[config.mk]
export PLATFORM = sky130hd
export DESIGN_NAME = ad1_multi_reader
export DESIGN_NICKNAME = d
export VERILOG_FILES = /design/src/rtl/ad1_multi_reader.sv
export SDC_FILE = /design/constraint.sdc
export NUM_CORES = 1
export LEC_CHECK = 0
export BUFFER_PORTS_ARGS = -buffer_cell sky130_fd_sc_hd__buf_4
export CAP_MARGIN = 30
export CORE_AREA = 2 2 88 132
export CTS_CLUSTER_DIAMETER = 80
export DETAILED_ROUTE_END_ITERATION = 10
export DIE_AREA = 0 0 90 134
export GPL_TIMING_DRIVEN = 0
export HOLD_SLACK_MARGIN = 0.15
export PLACE_DENSITY_LB_ADDON = 0.2
export SLEW_MARGIN = 25
export SYNTH_ARGS = -nofsm -noshare
export SYNTH_HDL_FRONTEND = slang
export SYNTH_SLANG_ARGS = --single-unit
[constraint.sdc]
create_clock -name clk -period 2.15 [get_ports clk]
set_input_delay 0.215 -clock clk [delete_from_list [all_inputs] [get_ports clk]]
set_output_delay 0.215 -clock clk [all_outputs]
set_load 0.02 [all_outputs]
[src/rtl/ad1_multi_reader.sv]
// Multi-lane SPI reader for AD7476-class ADCs: shared CS/SCLK derived from clk,
// one SDATA lane per channel, single-shot or continuous framing.
`timescale 1ns/1ps
module ad1_multi_reader #(
    parameter int CHANNELS  = 2,
    parameter int DATA_W    = 12,
    parameter int LEAD_BITS = 4,
    parameter int HALF_DIV  = 2,
    parameter int QUIET_CYC = 3
) (
    input  logic                         clk,
    input  logic                         rst,
    output logic                         SCLK,
    output logic                         CS,
    input  logic [CHANNELS-1:0]          SDATA,
    input  logic                         getData,
    input  logic                         continuous,
    input  logic [CHANNELS-1:0]          activeCH,
    output logic                         busy,
    output logic                         data_valid,
    output logic                         missed,
    output logic [CHANNELS*DATA_W-1:0]   data
);
    localparam int FRAME_BITS = LEAD_BITS + DATA_W;
    localparam int BIT_W      = $clog2(FRAME_BITS + 1);
    localparam int DIV_W      = $clog2(HALF_DIV + 1);
    localparam int Q_W        = $clog2(QUIET_CYC + 1);

    typedef enum logic [1:0] {IDLE, FRAME, QUIET} state_t;

    state_t                state_reg, state_next;
    logic [DIV_W-1:0]      div_reg, div_next;
    logic [BIT_W-1:0]      bit_reg, bit_next;
    logic [Q_W-1:0]        quiet_reg, quiet_next;
    logic                  sclk_reg, sclk_next;
    logic                  cs_reg, cs_next;
    logic                  busy_reg, busy_next;
    logic                  valid_reg, valid_next;
    logic                  missed_reg, missed_next;
    logic [CHANNELS-1:0]   mask_reg, mask_next;

    logic half_done, rise, last_rise, last_quiet, start;

    assign half_done  = (div_reg == DIV_W'(HALF_DIV - 1));
    // A rise is the half-period boundary reached while SCLK is low.
    assign rise       = (state_reg == FRAME) && half_done && !sclk_reg;
    assign last_rise  = rise && (bit_reg == BIT_W'(FRAME_BITS - 1));
    assign last_quiet = (state_reg == QUIET) && (quiet_reg == Q_W'(QUIET_CYC - 1));

    always_comb begin
        state_next  = state_reg;
        div_next    = div_reg;
        bit_next    = bit_reg;
        quiet_next  = quiet_reg;
        sclk_next   = sclk_reg;
        cs_next     = cs_reg;
        busy_next   = busy_reg;
        valid_next  = 1'b0;
        mask_next   = mask_reg;
        start       = 1'b0;
        // The last quiet cycle hands a pending request over to IDLE instead.
        missed_next = getData && busy_reg && !last_quiet;
        case (state_reg)
            IDLE: begin
                sclk_next = 1'b1;
                cs_next   = 1'b1;
                if (getData || continuous) begin
                    start = 1'b1;
                end
            end
            FRAME: begin
                if (half_done) begin
                    div_next  = '0;
                    sclk_next = !sclk_reg;
                    if (rise) begin
                        bit_next = bit_reg + BIT_W'(1);
                    end
                    if (last_rise) begin
                        cs_next    = 1'b1;
                        valid_next = 1'b1;
                        quiet_next = '0;
                        state_next = QUIET;
                    end
                end else begin
                    div_next = div_reg + DIV_W'(1);
                end
            end
            QUIET: begin
                if (last_quiet) begin
                    if (continuous) begin
                        start = 1'b1;
                    end else begin
                        state_next = IDLE;
                        busy_next  = 1'b0;
                    end
                end else begin
                    quiet_next = quiet_reg + Q_W'(1);
                end
            end
            default: begin
                state_next = IDLE;
            end
        endcase
        if (start) begin
            state_next = FRAME;
            cs_next    = 1'b0;
            sclk_next  = 1'b1;
            busy_next  = 1'b1;
            mask_next  = activeCH;
            div_next   = '0;
            bit_next   = '0;
        end
    end

    always_ff @(posedge clk) begin
        if (rst) begin
            state_reg  <= IDLE;
            div_reg    <= '0;
            bit_reg    <= '0;
            quiet_reg  <= '0;
            sclk_reg   <= 1'b1;
            cs_reg     <= 1'b1;
            busy_reg   <= 1'b0;
            valid_reg  <= 1'b0;
            missed_reg <= 1'b0;
            mask_reg   <= '0;
        end else begin
            state_reg  <= state_next;
            div_reg    <= div_next;
            bit_reg    <= bit_next;
            quiet_reg  <= quiet_next;
            sclk_reg   <= sclk_next;
            cs_reg     <= cs_next;
            busy_reg   <= busy_next;
            valid_reg  <= valid_next;
            missed_reg <= missed_next;
            mask_reg   <= mask_next;
        end
    end

    genvar gi;
    generate
        for (gi = 0; gi < CHANNELS; gi++) begin : g_lane
            // Last DATA_W samples, including the bit captured on this edge.
            logic [DATA_W-1:0] sample_word;
            logic [DATA_W-1:0] lane_reg;
            if (DATA_W == 1) begin : g_narrow
                assign sample_word = SDATA[gi];
            end else begin : g_wide
                logic [DATA_W-2:0] shift_reg;
                always_ff @(posedge clk) begin
                    if (rst || start) begin
                        shift_reg <= '0;
                    end else if (rise) begin
                        shift_reg <= sample_word[DATA_W-2:0];
                    end
                end
                assign sample_word = {shift_reg, SDATA[gi]};
            end
            always_ff @(posedge clk) begin
                if (rst) begin
                    lane_reg <= '0;
                end else if (last_rise && mask_reg[gi]) begin
                    lane_reg <= sample_word;
                end
            end
            assign data[gi*DATA_W +: DATA_W] = lane_reg;
        end
    endgenerate

    assign SCLK       = sclk_reg;
    assign CS         = cs_reg;
    assign busy       = busy_reg;
    assign data_valid = valid_reg;
    assign missed     = missed_reg;
endmodule

* Word level (Yosys, flattened, before mapping)
Index checks and enable logic that the tools add are counted.
Storage, ports and cells: flip-flop bits (word level) 64, input bits 8, output and inout bits 29, word-level logic and storage cells 90
Operators by class: add/subtract/negate cells 3, eq/ne operators 16, multiplexer cells 26, bitwise logic cells 3, reduce and logical (&&, ||, !) cells 27
Operators by type and width (count):
- 2-to-1 mux 2 bit | 8
- 2-to-1 mux 1 bit | 13
- inequality test 2 bit, second input constant | 6
- inequality test 3 bit, second input constant | 4
- AND reduction 5 bit | 2
- AND reduction 3 bit | 3
- logical AND 1 bit | 8
- nonzero test 2 bit | 4
- case mux 1 bit (2 select lines) | 3
- case mux 2 bit (3 select lines) | 1
- adder 5 x 1 -> 5 bit, second input constant | 1
- == test 5 x 4 -> 1 bit, second input constant | 1
- adder 2 x 1 -> 2 bit, second input constant | 2
- == test 2 x 1 -> 1 bit, second input constant | 2
- == test 2 bit, second input constant | 2
- case mux 2 bit (2 select lines) | 1
- AND reduction 4 bit | 1
- NOT 1 bit | 3
- nonzero test 3 bit | 1
- OR reduction 3 bit | 1
- zero test 1 bit | 2
- zero test 2 bit | 1
- logical OR 1 bit | 2
- inequality test 2 x 1 -> 1 bit, second input constant | 1
- other kinds (2) | 2

* Longest topological paths before layout
Gate-level depths: netlist of run 1.
depth after elaboration 8, mapped depth 7, gate-level depth less buffers 6

* Worst setup path before layout of run 1
Ideal clock, no wire load.
path type register -> register, start reg bit_reg[0], end reg g_lane[0].lane_reg[11], library setup time 72 ps, data arrival time 1448 ps, slack 630 ps, cell stages (with the launch flop) 8, path buffers 1, period minus slack after synthesis 1520 ps, cells stage by stage dfxtp_1 ha_1 and3_1 ha_1 nand2_1 nor3_4 buf_6 mux2i_1
Between the ends: cells in the longest elaborated chain, start to end 3
RTL lines:
- from (decl) | line 33 | logic [BIT_W-1:0] bit_reg, bit_next;
- from (signal assigned) | line 130 | bit_reg <= bit_next;
- == test 5 x 4 -> 1 bit | line 47 | assign last_rise = rise && (bit_reg == BIT_W'(FRAME_BITS - 1));
- logical AND 1 bit | line 47
- logical AND 1 bit | line 163 | end else if (last_rise && mask_reg[gi]) begin
- to (signal assigned) | line 164 | lane_reg <= sample_word;
- to (decl) | line 146 | logic [DATA_W-1:0] lane_reg;
Every way passes these cells. A chain may end at the register's enable or synchronous reset.

* Worst setup path in the final report of run 1
start reg bit_reg[0], end reg g_lane[0].lane_reg[3]
The elaborated chain is that of the path after synthesis.

==> out/metrics.yaml, run 1 <==
clockBufferDepth: 2
num-fill-cells: 1220
clock-sinks: 64
htree_levels: 3
dpl.hpwl_mm: 4.80
num_vias: 2301
synth_fp_nets: 315
wire_per_inst_microns: 13.5
die_area_sq_um: 12100
cp-end-kind: "flip-flop"
start_kind: "flip-flop"
r2r_end: "g_lane[0].lane_reg[3]"
period_minus_slack_ns: 1.81
cts_tree: "yes"
firstDrtPassIters: 4
synth_cells: 304
final-hold-violation-count: 0
rsz0062_at_grt: "no"
avgSynthCellArea_sq_um: 8.83
reg2reg_from: "bit_reg[0]"
synth_edf_count: 0
power.density_nw_per_um2: 831
die_h_microns: 134
crit_type: "reg -> reg"
cp.required_ns: 2.41
final_cell_mix: "dfxtp_1 (64), nand2_1 (52), buf_4 (37)"
cp_max_fo: 10
worstHoldPathCells: 3
critPathArrivalTime_ns: 2.06
fp-row-count: 47
fin_nets: 362
ant_nets: 0
drt-total-wl_mm: 6.78
setup_viol: 0
vdd_drop_max_mv: 0.395
grt_pass1_wl_mm: 11.5
layout-drive-gt1-share: 0.197
fmax_mhz: 554
max_cap_violations: 0
io_pins: 37
hold_path_end: "g_lane[0].lane_reg[0]"
antenna_found_initial: 0
ys_seq_area_frac: 0.477
clkLatencyLatePin_ns: 0.33
area_growth_pct: 28.7
synthFlopType: "dfxtp_1"
hp-start: "SDATA[0]"
hold_path.class: "in -> reg"
die_x_microns: 90
antenna_cells: 0
gp_congestion: 0.751
path_clk_slew_ns: 0.05
grt_max_degree: 12
synth_area_sq_um: 2690
yosysWarnings: 0
fin_worst_skew_ns: 0.00466
cts_root_buffer: "clkbuf_16"
drcViolationCount: 0
post_cts_buffers: 0
largest_reg_flops: 24
grt-ovfl-total: 0
p_leak_nw: 1.20
start_util: 0.245
ys_ff_latch: 64
ys_async_sr_fraction: 0
fin_crit_sh: 0.840
layout_commonest_cell: "dfxtp_1"
grt_pass1_vias: 2269
synth.distinct_cells: 43
rrSetupSlack_ns: 0.34
status: "finished, final reports clean"
first_iter_violations: 86
rr_worst_depth: 7
relSlewSlack: 0.603
port_buffers: 35
worstMarginPinSlew_ns: 0.595
detail_route.vias_per_cell: 4.57
final_max_slew_viol_count: 0
grtUsageTotal: 0.120
final_core_util: 0.316
coreArea_sq_um: 10900
cts_buffers: 9
setup_tns_ns: 0
report_power, final:
group	leakage [nW]	switching (mW)	total (mW)	internal, mW
clock	0.156	0.529	1.54	1.01
sequential	0.517	0.00875	1.21	1.20
combinational	0.528	0.0846	0.127	0.0425
what timing repair did:
item,in CTS,in global routing
setup endpoints to repair,0,0
endpoints found under the hold margin,1,0
gates resized for setup,0,0
hold buffers,1,0
logic make-up after synthesis:
logic type	share of synthesized area
compound gates	0.170
xor+xnor	0.00326
fa+ha+maj	0.0140
buf+inv	0.0559
flops	0.477
mux	0.0895
simple gates	0.190
metrics by stage:
| step | power, mW | hold slack (ns) | cells | instance area, sq um | worst slack [ns] |
|---|---|---|---|---|---|
| final | 2.87 | 0.157 | 503 | 3450 | 0.345 |
| after detailed placement | 1.36 | 0.449 | 486 | 3130 | 0.325 |
| after floorplan | 1.31 | 0.350 | 304 | 2690 | 0.630 |
| after global routing | 2.98 | 0.164 | 503 | 3450 | 0.121 |
| after CTS | 2.91 | 0.151 | 503 | 3450 | 0.293 |
| after global placement | 1.36 | 0.449 | 486 | 3130 | 0.322 |
synthesized netlist by cell type (all sizes together), types with 2 or more instances:
library cell / number / area (sq um)
o21ai: 28 / 140
nor2b: 2 / 12.5
clkbuf: 11 / 41.3
a21oi: 32 / 164
nor2: 6 / 22.5
nand2: 52 / 195
nor3: 3 / 37.5
nor3b: 2 / 15.0
o311ai: 3 / 26.3
nand3: 24 / 120
buf: 14 / 86.3
or3: 2 / 12.5
o211ai: 4 / 30.0
inv: 6 / 22.5
nand2b: 5 / 31.3
ha: 3 / 37.5
mux2i: 24 / 240
dfxtp: 64 / 1280
a211oi: 2 / 15.0
critical path, stage by stage (launching register included):
cell and delay [ns]:
dfxtp_1 0.37, ha_1 0.18, and3_1 0.17, ha_1 0.22, nand2_1 0.12, nor3_4 0.26
buf_6 0.22, mux2i_1 0.19
final cells by class:
class	count	area [sq um]	share of cell area
timing repair buffer	36	273	0.0790
tap	147	184	0.0532
clock buffer	10	229	0.0663
multi-input combinational	209	1250	0.363
sequential	64	1280	0.371
buffer	25	128	0.0369
inverter	6	22.5	0.00652
clock inverter	6	83.8	0.0243
worst max-delay path by stage:
stage | from | to | slack, ns | cells past startpoint
final | bit_reg[0] | g_lane[0].lane_reg[3] | 0.34 | 7
after global routing | bit_reg[0] | g_lane[1].lane_reg[6] | 0.12 | 7
after CTS | bit_reg[0] | g_lane[0].lane_reg[3] | 0.29 | 7
after detailed placement | bit_reg[0] | g_lane[0].lane_reg[6] | 0.33 | 7
after global placement | bit_reg[0] | g_lane[0].lane_reg[3] | 0.32 | 7
after floorplan | bit_reg[0] | g_lane[0].lane_reg[11] | 0.63 | 7
metal layers:
layer,global-route usage,up-vias,share of wire
met5,0,-,0
met4,0.0607,0,0.019
met3,0.0343,8,0.048
met2,0.197,44,0.49
met1,0.145,1089,0.44
li1,-,1160,-
Note: power is estimated with default switching activity, not from simulation.
==> run 2: changes to the inputs <==
--- a/config.mk
+++ b/config.mk
@@ -5,12 +5,13 @@
 export SDC_FILE = /design/constraint.sdc
 export NUM_CORES = 1
 export LEC_CHECK = 0
+export ABC_AREA = 1
 export BUFFER_PORTS_ARGS = -buffer_cell sky130_fd_sc_hd__buf_4
 export CAP_MARGIN = 30
-export CORE_AREA = 2 2 88 132
+export CORE_AREA = 2 2 86 129
 export CTS_CLUSTER_DIAMETER = 80
 export DETAILED_ROUTE_END_ITERATION = 10
-export DIE_AREA = 0 0 90 134
+export DIE_AREA = 0 0 88 131
 export GPL_TIMING_DRIVEN = 0
 export HOLD_SLACK_MARGIN = 0.15
 export PLACE_DENSITY_LB_ADDON = 0.2
==> constraint.sdc (replaced) <==
create_clock -name clk -period 1.6 [get_ports clk]
set_input_delay 0.16 -clock clk [delete_from_list [all_inputs] [get_ports clk]]
set_output_delay 0.16 -clock clk [all_outputs]
set_load 0.02 [all_outputs]
==> run 2 against run 1 <==
  * Total power up 44%
  * Highest routed layer unchanged
  * Register-to-register slack worse by 0.25 ns
  * Sequential share of layout area down 1.3 points
  * Critical endpoint is now g_lane[1].lane_reg[8]
  * Sequential power up 34%
  * Synthesized cell count up 15%
==> out/metrics.yaml, run 2 <==
status: "finished, final reports clean"
synth_fp_nets: 361  # +15%
first_iter_violations: 80  # -7.0%
cp-end-kind: "flip-flop"
cts_buffers: 9  # unchanged
grt_busiest_layer: "met2"
crit_type: "reg -> reg"
ys_ff_latch: 64  # unchanged
firstDrtPassIters: 4  # unchanged
period_minus_slack_ns: 1.50  # -0.302 ns
gp_congestion: 0.756  # +0.71%
comb_power_share: 0.037  # -0.007
postPlaceCellArea_sq_um: 3000  # -4.1%
met3_usage: 0.0302  # -0.00412
met2_usage: 0.190  # -0.00687
startpoint: "bit_reg[0]"
area_growth_pct: 40.9
grt_pass1_wl_mm: 9.91  # -14%
critPathArrivalTime_ns: 1.76  # -0.30 ns
intPower_mw: 3.32  # +48%
relSlewSlack: 0.670  # +0.0669
ant_nets: 0  # unchanged
grt_util_met1: 0.125  # -0.0199
layout-drive-gt1-share: 0.221  # +0.0240
clkLatencyLatePin_ns: 0.32  # about the same
detail_route.vias_per_cell: 4.03  # -12%
num_vias: 2262  # -1.7%
synth_commonest_cells: "nand2_1 (110), dfxtp_1 (64), nor2_1 (60), inv_1 (39), a21oi_1 (33)"
num-fill-cells: 1118  # -8.4%
synth.distinct_cells: 23  # -47%
die_area_sq_um: 11500  # -4.4%
largest_reg_flops: 24  # unchanged
setup_viol: 0  # unchanged
dpl.hpwl_mm: 4.15  # -13%
pwr-share-seq: 0.394  # -0.026
fin_nets: 423  # +17%
grt_pass1_vias: 2140  # -5.7%
cts_root_buffer: "clkbuf_16"
synth_edf_count: 0  # unchanged
cp_max_fo: 7  # -3
critPathCapture: "g_lane[1].lane_reg[8]"
cts_tree: "yes"
synth_cells: 350  # +15%
synthTopCellsByArea: "dfxtp_1 (50%), nand2_1 (16%), nor2_1 (8.8%)"
port_buffers: 36  # +2.9%
rr_worst_depth: 9  # +2
die_x_microns: 88  # -2.2%
grt-ovfl-total: 0  # unchanged
p_clk_frac: 0.569  # +0.033
start_kind: "flip-flop"
path_clk_slew_ns: 0.06  # about the same
hold_path.class: "in -> reg"
ys_async_sr_fraction: 0  # unchanged
ys_seq_area_frac: 0.502  # +0.0245
drt-total-wl_mm: 6.11  # -10%
final_cell_mix: "nand2_1 (107), dfxtp_1 (62), nor2_1 (58)"
wire_per_inst_microns: 10.9  # -19%
fp-row-count: 46  # -2.1%
synth_area_sq_um: 2550  # -4.9%
fin_hold_ws_ns: 0.317  # +0.159 ns
drcViolationCount: 0  # unchanged
r2r_end: "g_lane[1].lane_reg[8]"
power_mw: 4.12  # +44%
worst_slack_ns: 0.0974  # -0.248 ns
fin_worst_skew_ns: 0.00629  # +0.00162 ns
clockBufferDepth: 2  # unchanged
final_area_sq_um: 3600  # +4.2%
p_sw_mw: 0.803  # +29%
cp.required_ns: 1.86  # -0.55 ns
yosysWarnings: 0  # unchanged
yosysTopAreaCell: "dfxtp_1"
max_cap_violations: 0  # unchanged
post-synth-top-count-cell: "nand2_1"
fin_crit_sh: 0.939  # +0.0995
synthFlopType: "dfxtp_1"
fmax_mhz: 666  # +20%
avgSynthCellArea_sq_um: 7.30  # -17%
worstMarginPinSlew_ns: 0.494  # -0.100 ns
coreArea_sq_um: 10400  # -4.8%
start_util: 0.245  # -0.000346
setup_tns_ns: 0  # unchanged
final-hold-violation-count: 0  # unchanged
reg2reg_from: "bit_reg[0]"
grt_max_degree: 12  # unchanged
htree_levels: 3  # unchanged
antenna_cells: 0  # unchanged
clock-sinks: 64  # unchanged
power.density_nw_per_um2: 1150  # +38%
sw_frac_of_total: 0.195  # -0.0221
p_leak_nw: 1.68  # +40%
yosysTopAreaCellShare: 0.502  # +0.0245
antenna_found_initial: 0  # unchanged
grtUsageTotal: 0.114  # -0.00698
final_max_slew_viol_count: 0  # unchanged
io_pins: 37  # unchanged
vdd_drop_max_mv: 0.500  # +27%
rrSetupSlack_ns: 0.1  # -0.25 ns
place_ws_ns: -0.179  # -0.504 ns
die_h_microns: 131  # -2.2%
layout_commonest_cell: "nand2_1"
## run 2: changes by cell type after synthesis, sizes merged, moves of 18 or more
cell | before | now
mux2i | 24 | 0
inv | 6 | 41
nor2 | 6 | 61
nand3 | 24 | 6
o21ai | 28 | 3
nand2 | 52 | 112
## run 2: layout make-up
cell class                      count  area (sq um)  area share
Sequential cell                    64          1290       0.357
Multi-Input combinational cell    230          1090       0.302
Timing Repair Buffer               51           408       0.113
Clock buffer                       12           267      0.0741
Tap cell                          144           180      0.0501
Inverter                           41           154      0.0428
Buffer                             15           119      0.0330
Clock inverter                      4          98.8      0.0275
## run 2: worst min path at each step
| stage | from | endpoint | depth (start not counted) |
|---|---|---|---|
| floorplan | rst | quiet_reg[0] | 1 |
| global placement | rst | state_reg[0] | 2 |
| detailed placement | rst | quiet_reg[0] | 2 |
| CTS | rst | g_lane[0].g_wide.shift_reg[4] | 5 |
| global route | rst | bit_reg[4] | 5 |
| finish | rst | g_lane[0].g_wide.shift_reg[0] | 5 |
## run 2: power by group through the flow
stage / Combinational (mW) / Sequential (mW) / Clock, mW
after floorplan: 0.0717 / 1.66 / 0
after global placement: 0.131 / 1.66 / 0
after detailed placement: 0.131 / 1.66 / 0
after CTS: 0.151 / 1.62 / 2.41
after global routing: 0.171 / 1.62 / 2.47
final: 0.155 / 1.62 / 2.35
## run 2: cell families after synthesis
kind of cell,Yosys count,synth area share
xor gates and xnor gates,1,0.00343
DFF,64,0.502
AOI/OAI and AO/OA,39,0.0789
adders and majority gates,3,0.0147
buffers and inverters,56,0.0926
and+or+nand+nor,187,0.309
## run 2: repair_timing
action,4_1_cts,5_1_grt
hold buffers,7,0
setup endpoints to repair,48,46
gates cloned,2,0
buffers inserted,4,2
pin swaps,3,3
endpoints found under the hold margin,13,0
gates resized for setup,18,15
## run 2: metal layers
| metal | vias up | part of all wire |
|---|---|---|
| met5 | - | 0 |
| met4 | 0 | 0.029 |
| met3 | 11 | 0.037 |
| met2 | 32 | 0.51 |
| met1 | 1030 | 0.43 |
| li1 | 1189 | - |
## run 2: stage by stage
stage / util / cells
finish: 0.345 / 561
global route: 0.345 / 561
CTS: 0.339 / 559
detailed placement: 0.288 / 530
global placement: 0.288 / 530
floorplan: - / 350
## run 2: worst max-delay path, cell delays in order (launching register included)
cell and delay [ns]:
dfxtp_4 0.37, ha_4 0.14, nand2_2 0.07, nor2_4 0.12, ha_4 0.17, nand4_4 0.16
buf_6 0.20, nand2_1 0.05, nand2_1 0.04, nor2_1 0.11
==> run 3: changes to the inputs <==
--- a/config.mk
+++ b/config.mk
@@ -9,6 +9,7 @@
 export BUFFER_PORTS_ARGS = -buffer_cell sky130_fd_sc_hd__buf_4
 export CAP_MARGIN = 30
 export CORE_AREA = 2 2 86 129
+export CTS_BUF_LIST = sky130_fd_sc_hd__clkbuf_4
 export CTS_CLUSTER_DIAMETER = 80
 export DETAILED_ROUTE_END_ITERATION = 10
 export DIE_AREA = 0 0 88 131
==> constraint.sdc (replaced) <==
create_clock -name clk -period 1.6 [get_ports clk]
set_input_delay 0.16 -clock clk [delete_from_list [all_inputs] [get_ports clk]]
set_output_delay 0.16 -clock clk [all_outputs]
set_load 0.005 [all_outputs]
==> run 3 against run 2 <==
  * Final cell count rose by 0.71%
  * Register-to-register slack barely moved
  * Hold slack improved by 0.13 ns
  * Design area fell by 4.9%
  * Via count rose by 0.80%
  * Clock-buffer cell count fell by 3
  * Setup slack got worse by 0.0040 ns
  * Global-route usage rose by 0.21 points
  * First-iteration DRC count rose by 14%
  * Die area did not move
  * Critical path depth fell by 1
  * Sequential power barely moved
  * Critical path type unchanged
==> out/metrics.yaml, run 3 (synthesis gave the netlist of run 2 again) <==
antenna_found_initial: 1  # +1
p_leak_nw: 1.61  # -4.0%
startpoint: "bit_reg[0]"
setup_tns_ns: 0  # unchanged
r2r_end: "g_lane[1].lane_reg[10]"
power_mw: 3.17  # -23%
final-instance-count-excl-fill: 565  # +0.71%
area_growth_pct: 34.0
fin_worst_skew_ns: 0.0190  # +0.0127 ns
status: "finished, final reports clean"
cp_max_fo: 6  # -1
final_max_slew_viol_count: 0  # unchanged
firstDrtPassIters: 4  # unchanged
setup_viol: 0  # unchanged
grt_pass1_wl_mm: 9.94  # +0.34%
rr_worst_depth: 8  # -1
vdd_drop_max_mv: 0.295  # -41%
dpl.hpwl_mm: 4.15  # unchanged
reg2reg_from: "bit_reg[0]"
wire_per_inst_microns: 11.0  # +0.93%
rrSetupSlack_ns: 0.09  # about the same
fin_nets: 426  # +0.71%
critPathArrivalTime_ns: 1.85  # +0.09 ns
worstMarginPinSlew_ns: 0.308  # -0.186 ns
drt-total-wl_mm: 6.21  # +1.7%
clockBufferDepth: 2  # unchanged
crit_path_cell_trace: "ha_2 -> nand2_2 -> nor2_4 -> ha_4 -> nand4_4 -> buf_6 -> nor2_1 -> nor2_1"
grtUsageTotal: 0.116  # +0.00206
clock-sinks: 64  # unchanged
dp_cells: 530  # unchanged
fin_crit_sh: 0.942  # +0.00251
port_buffers: 36  # unchanged
ant_nets: 0  # unchanged
drcViolationCount: 0  # unchanged
crit_type: "reg -> reg"
worst_slack_ns: 0.0934  # -0.00402 ns
num_vias: 2280  # +0.80%
cp.required_ns: 1.95  # +0.09 ns
seqCellArea_sq_um: 1280  # -0.19%
coreArea_sq_um: 10400  # unchanged
final-hold-violation-count: 0  # unchanged
cp-end-kind: "flip-flop"
fp-row-count: 46  # unchanged
clkLatencyLatePin_ns: 0.44  # +0.12 ns
die_h_microns: 131  # unchanged
num-fill-cells: 1140  # +2.0%
fmax_mhz: 664  # -0.27%
grt_max_degree: 12  # unchanged
slowest_stage: "dfxtp_2"
die_area_sq_um: 11500  # unchanged
io_pins: 37  # unchanged
max_cap_violations: 0  # unchanged
largest_reg_flops: 24  # unchanged
grt_pass1_vias: 2132  # -0.37%
multi_input_area_sq_um: 1070  # -1.2%
detail_route.vias_per_cell: 4.04  # about the same
first_iter_violations: 91  # +14%
max_stage_delay_ns: 0.36  # about the same
hp-start: "div_reg[1]"
start_util: 0.245  # unchanged
power.density_nw_per_um2: 925  # -19%
cts_root_buffer: "clkbuf_4"
hold_path_end: "div_reg[1]"
grt-ovfl-total: 0  # unchanged
layout-drive-gt1-share: 0.219  # -0.00158
critPathTopFamily: "simple AND/OR/NAND/NOR gates"
path_clk_slew_ns: 0.12  # +0.06 ns
htree_levels: 3  # unchanged
hold_path.class: "reg -> reg"
die_x_microns: 88  # unchanged
cts_buffers: 9  # unchanged
cts_tree: "yes"
start_kind: "flip-flop"
gp_congestion: 0.756  # unchanged
final_cell_mix: "nand2_1 (107), dfxtp_1 (62), nor2_1 (59)"
layout_commonest_cell: "nand2_1"
place_ws_ns: -0.179  # unchanged
relSlewSlack: 0.794  # +0.124
period_minus_slack_ns: 1.51  # +0.00402 ns
path_buf_inv: 1  # unchanged
worstHoldPathCells: 2  # -3
crit_top_cell: "nor2_1"
run 3: cell types whose count changed in the layout (fill, tap and decap cells not counted), moves of 3 or more:
| cell | delta |
|---|---|
| buf_4 | +3 |
| clkbuf_16 | -9 |
| clkbuf_4 | +9 |
| clkbuf_8 | -3 |
| clkinv_1 | +3 |
run 3: how the worst max path moves through the flow:
stage / end / slack [ns] / cells past startpoint
2_1_floorplan: g_lane[0].lane_reg[0] / 0.13 / 8
3_3_place_gp: g_lane[0].lane_reg[2] / -0.18 / 8
3_5_place_dp: g_lane[0].lane_reg[2] / -0.18 / 8
4_1_cts: bit_reg[2] / 0.02 / 10
5_1_grt: g_lane[0].lane_reg[4] / -0.006 / 9
6_report: g_lane[1].lane_reg[10] / 0.09 / 8
run 3: cell type report:
cell class | instances | area share
flip-flops and latches | 64 | 0.375
diodes | 1 | 0.000731
multi-input cells | 230 | 0.314
inverters | 41 | 0.0450
plain buffers | 15 | 0.0351
well taps | 144 | 0.0527
clock inverters | 7 | 0.0322
repair buffers | 54 | 0.126
clock buffers | 9 | 0.0197
run 3: layer usage:
layer	up-vias	routed length, microns	track usage
li1	1199	-	-
met4	0	196	0.0715
met5	-	0	0
met3	13	265	0.0396
met1	1033	2610	0.124
met2	35	3140	0.193
run 3: where the power goes:
| part | internal [mW] | leakage, nW | total (mW) | switching, mW |
|---|---|---|---|---|
| Clock | 0.778 | 0.0926 | 1.40 | 0.617 |
| Sequential | 1.61 | 0.518 | 1.62 | 0.0152 |
| Combinational | 0.0621 | 1.00 | 0.148 | 0.0857 |
run 3: what timing repair did:
item | CTS | global route
hold endpoints to repair | 13 | 0
hold buffers | 7 | 0
setup endpoints to repair | 52 | 51
setup buffers | 6 | 3
pin swaps | 3 | 2
cloned | 2 | 0
resized for setup | 23 | 8
run 3: tightest hold or removal path, stage by stage (launching register included):
cell and delay, ns:
dfxtp_1 0.31, inv_1 0.06, nor3_1 0.05
run 3: stage by stage:
step	hold WS [ns]	util	cell area, sq um
global placement	0.383	0.288	3000
CTS	0.452	0.323	3370
detailed placement	0.382	0.288	3000
finish	0.450	0.328	3420
floorplan	0.229	-	2550
global route	0.456	0.328	3420
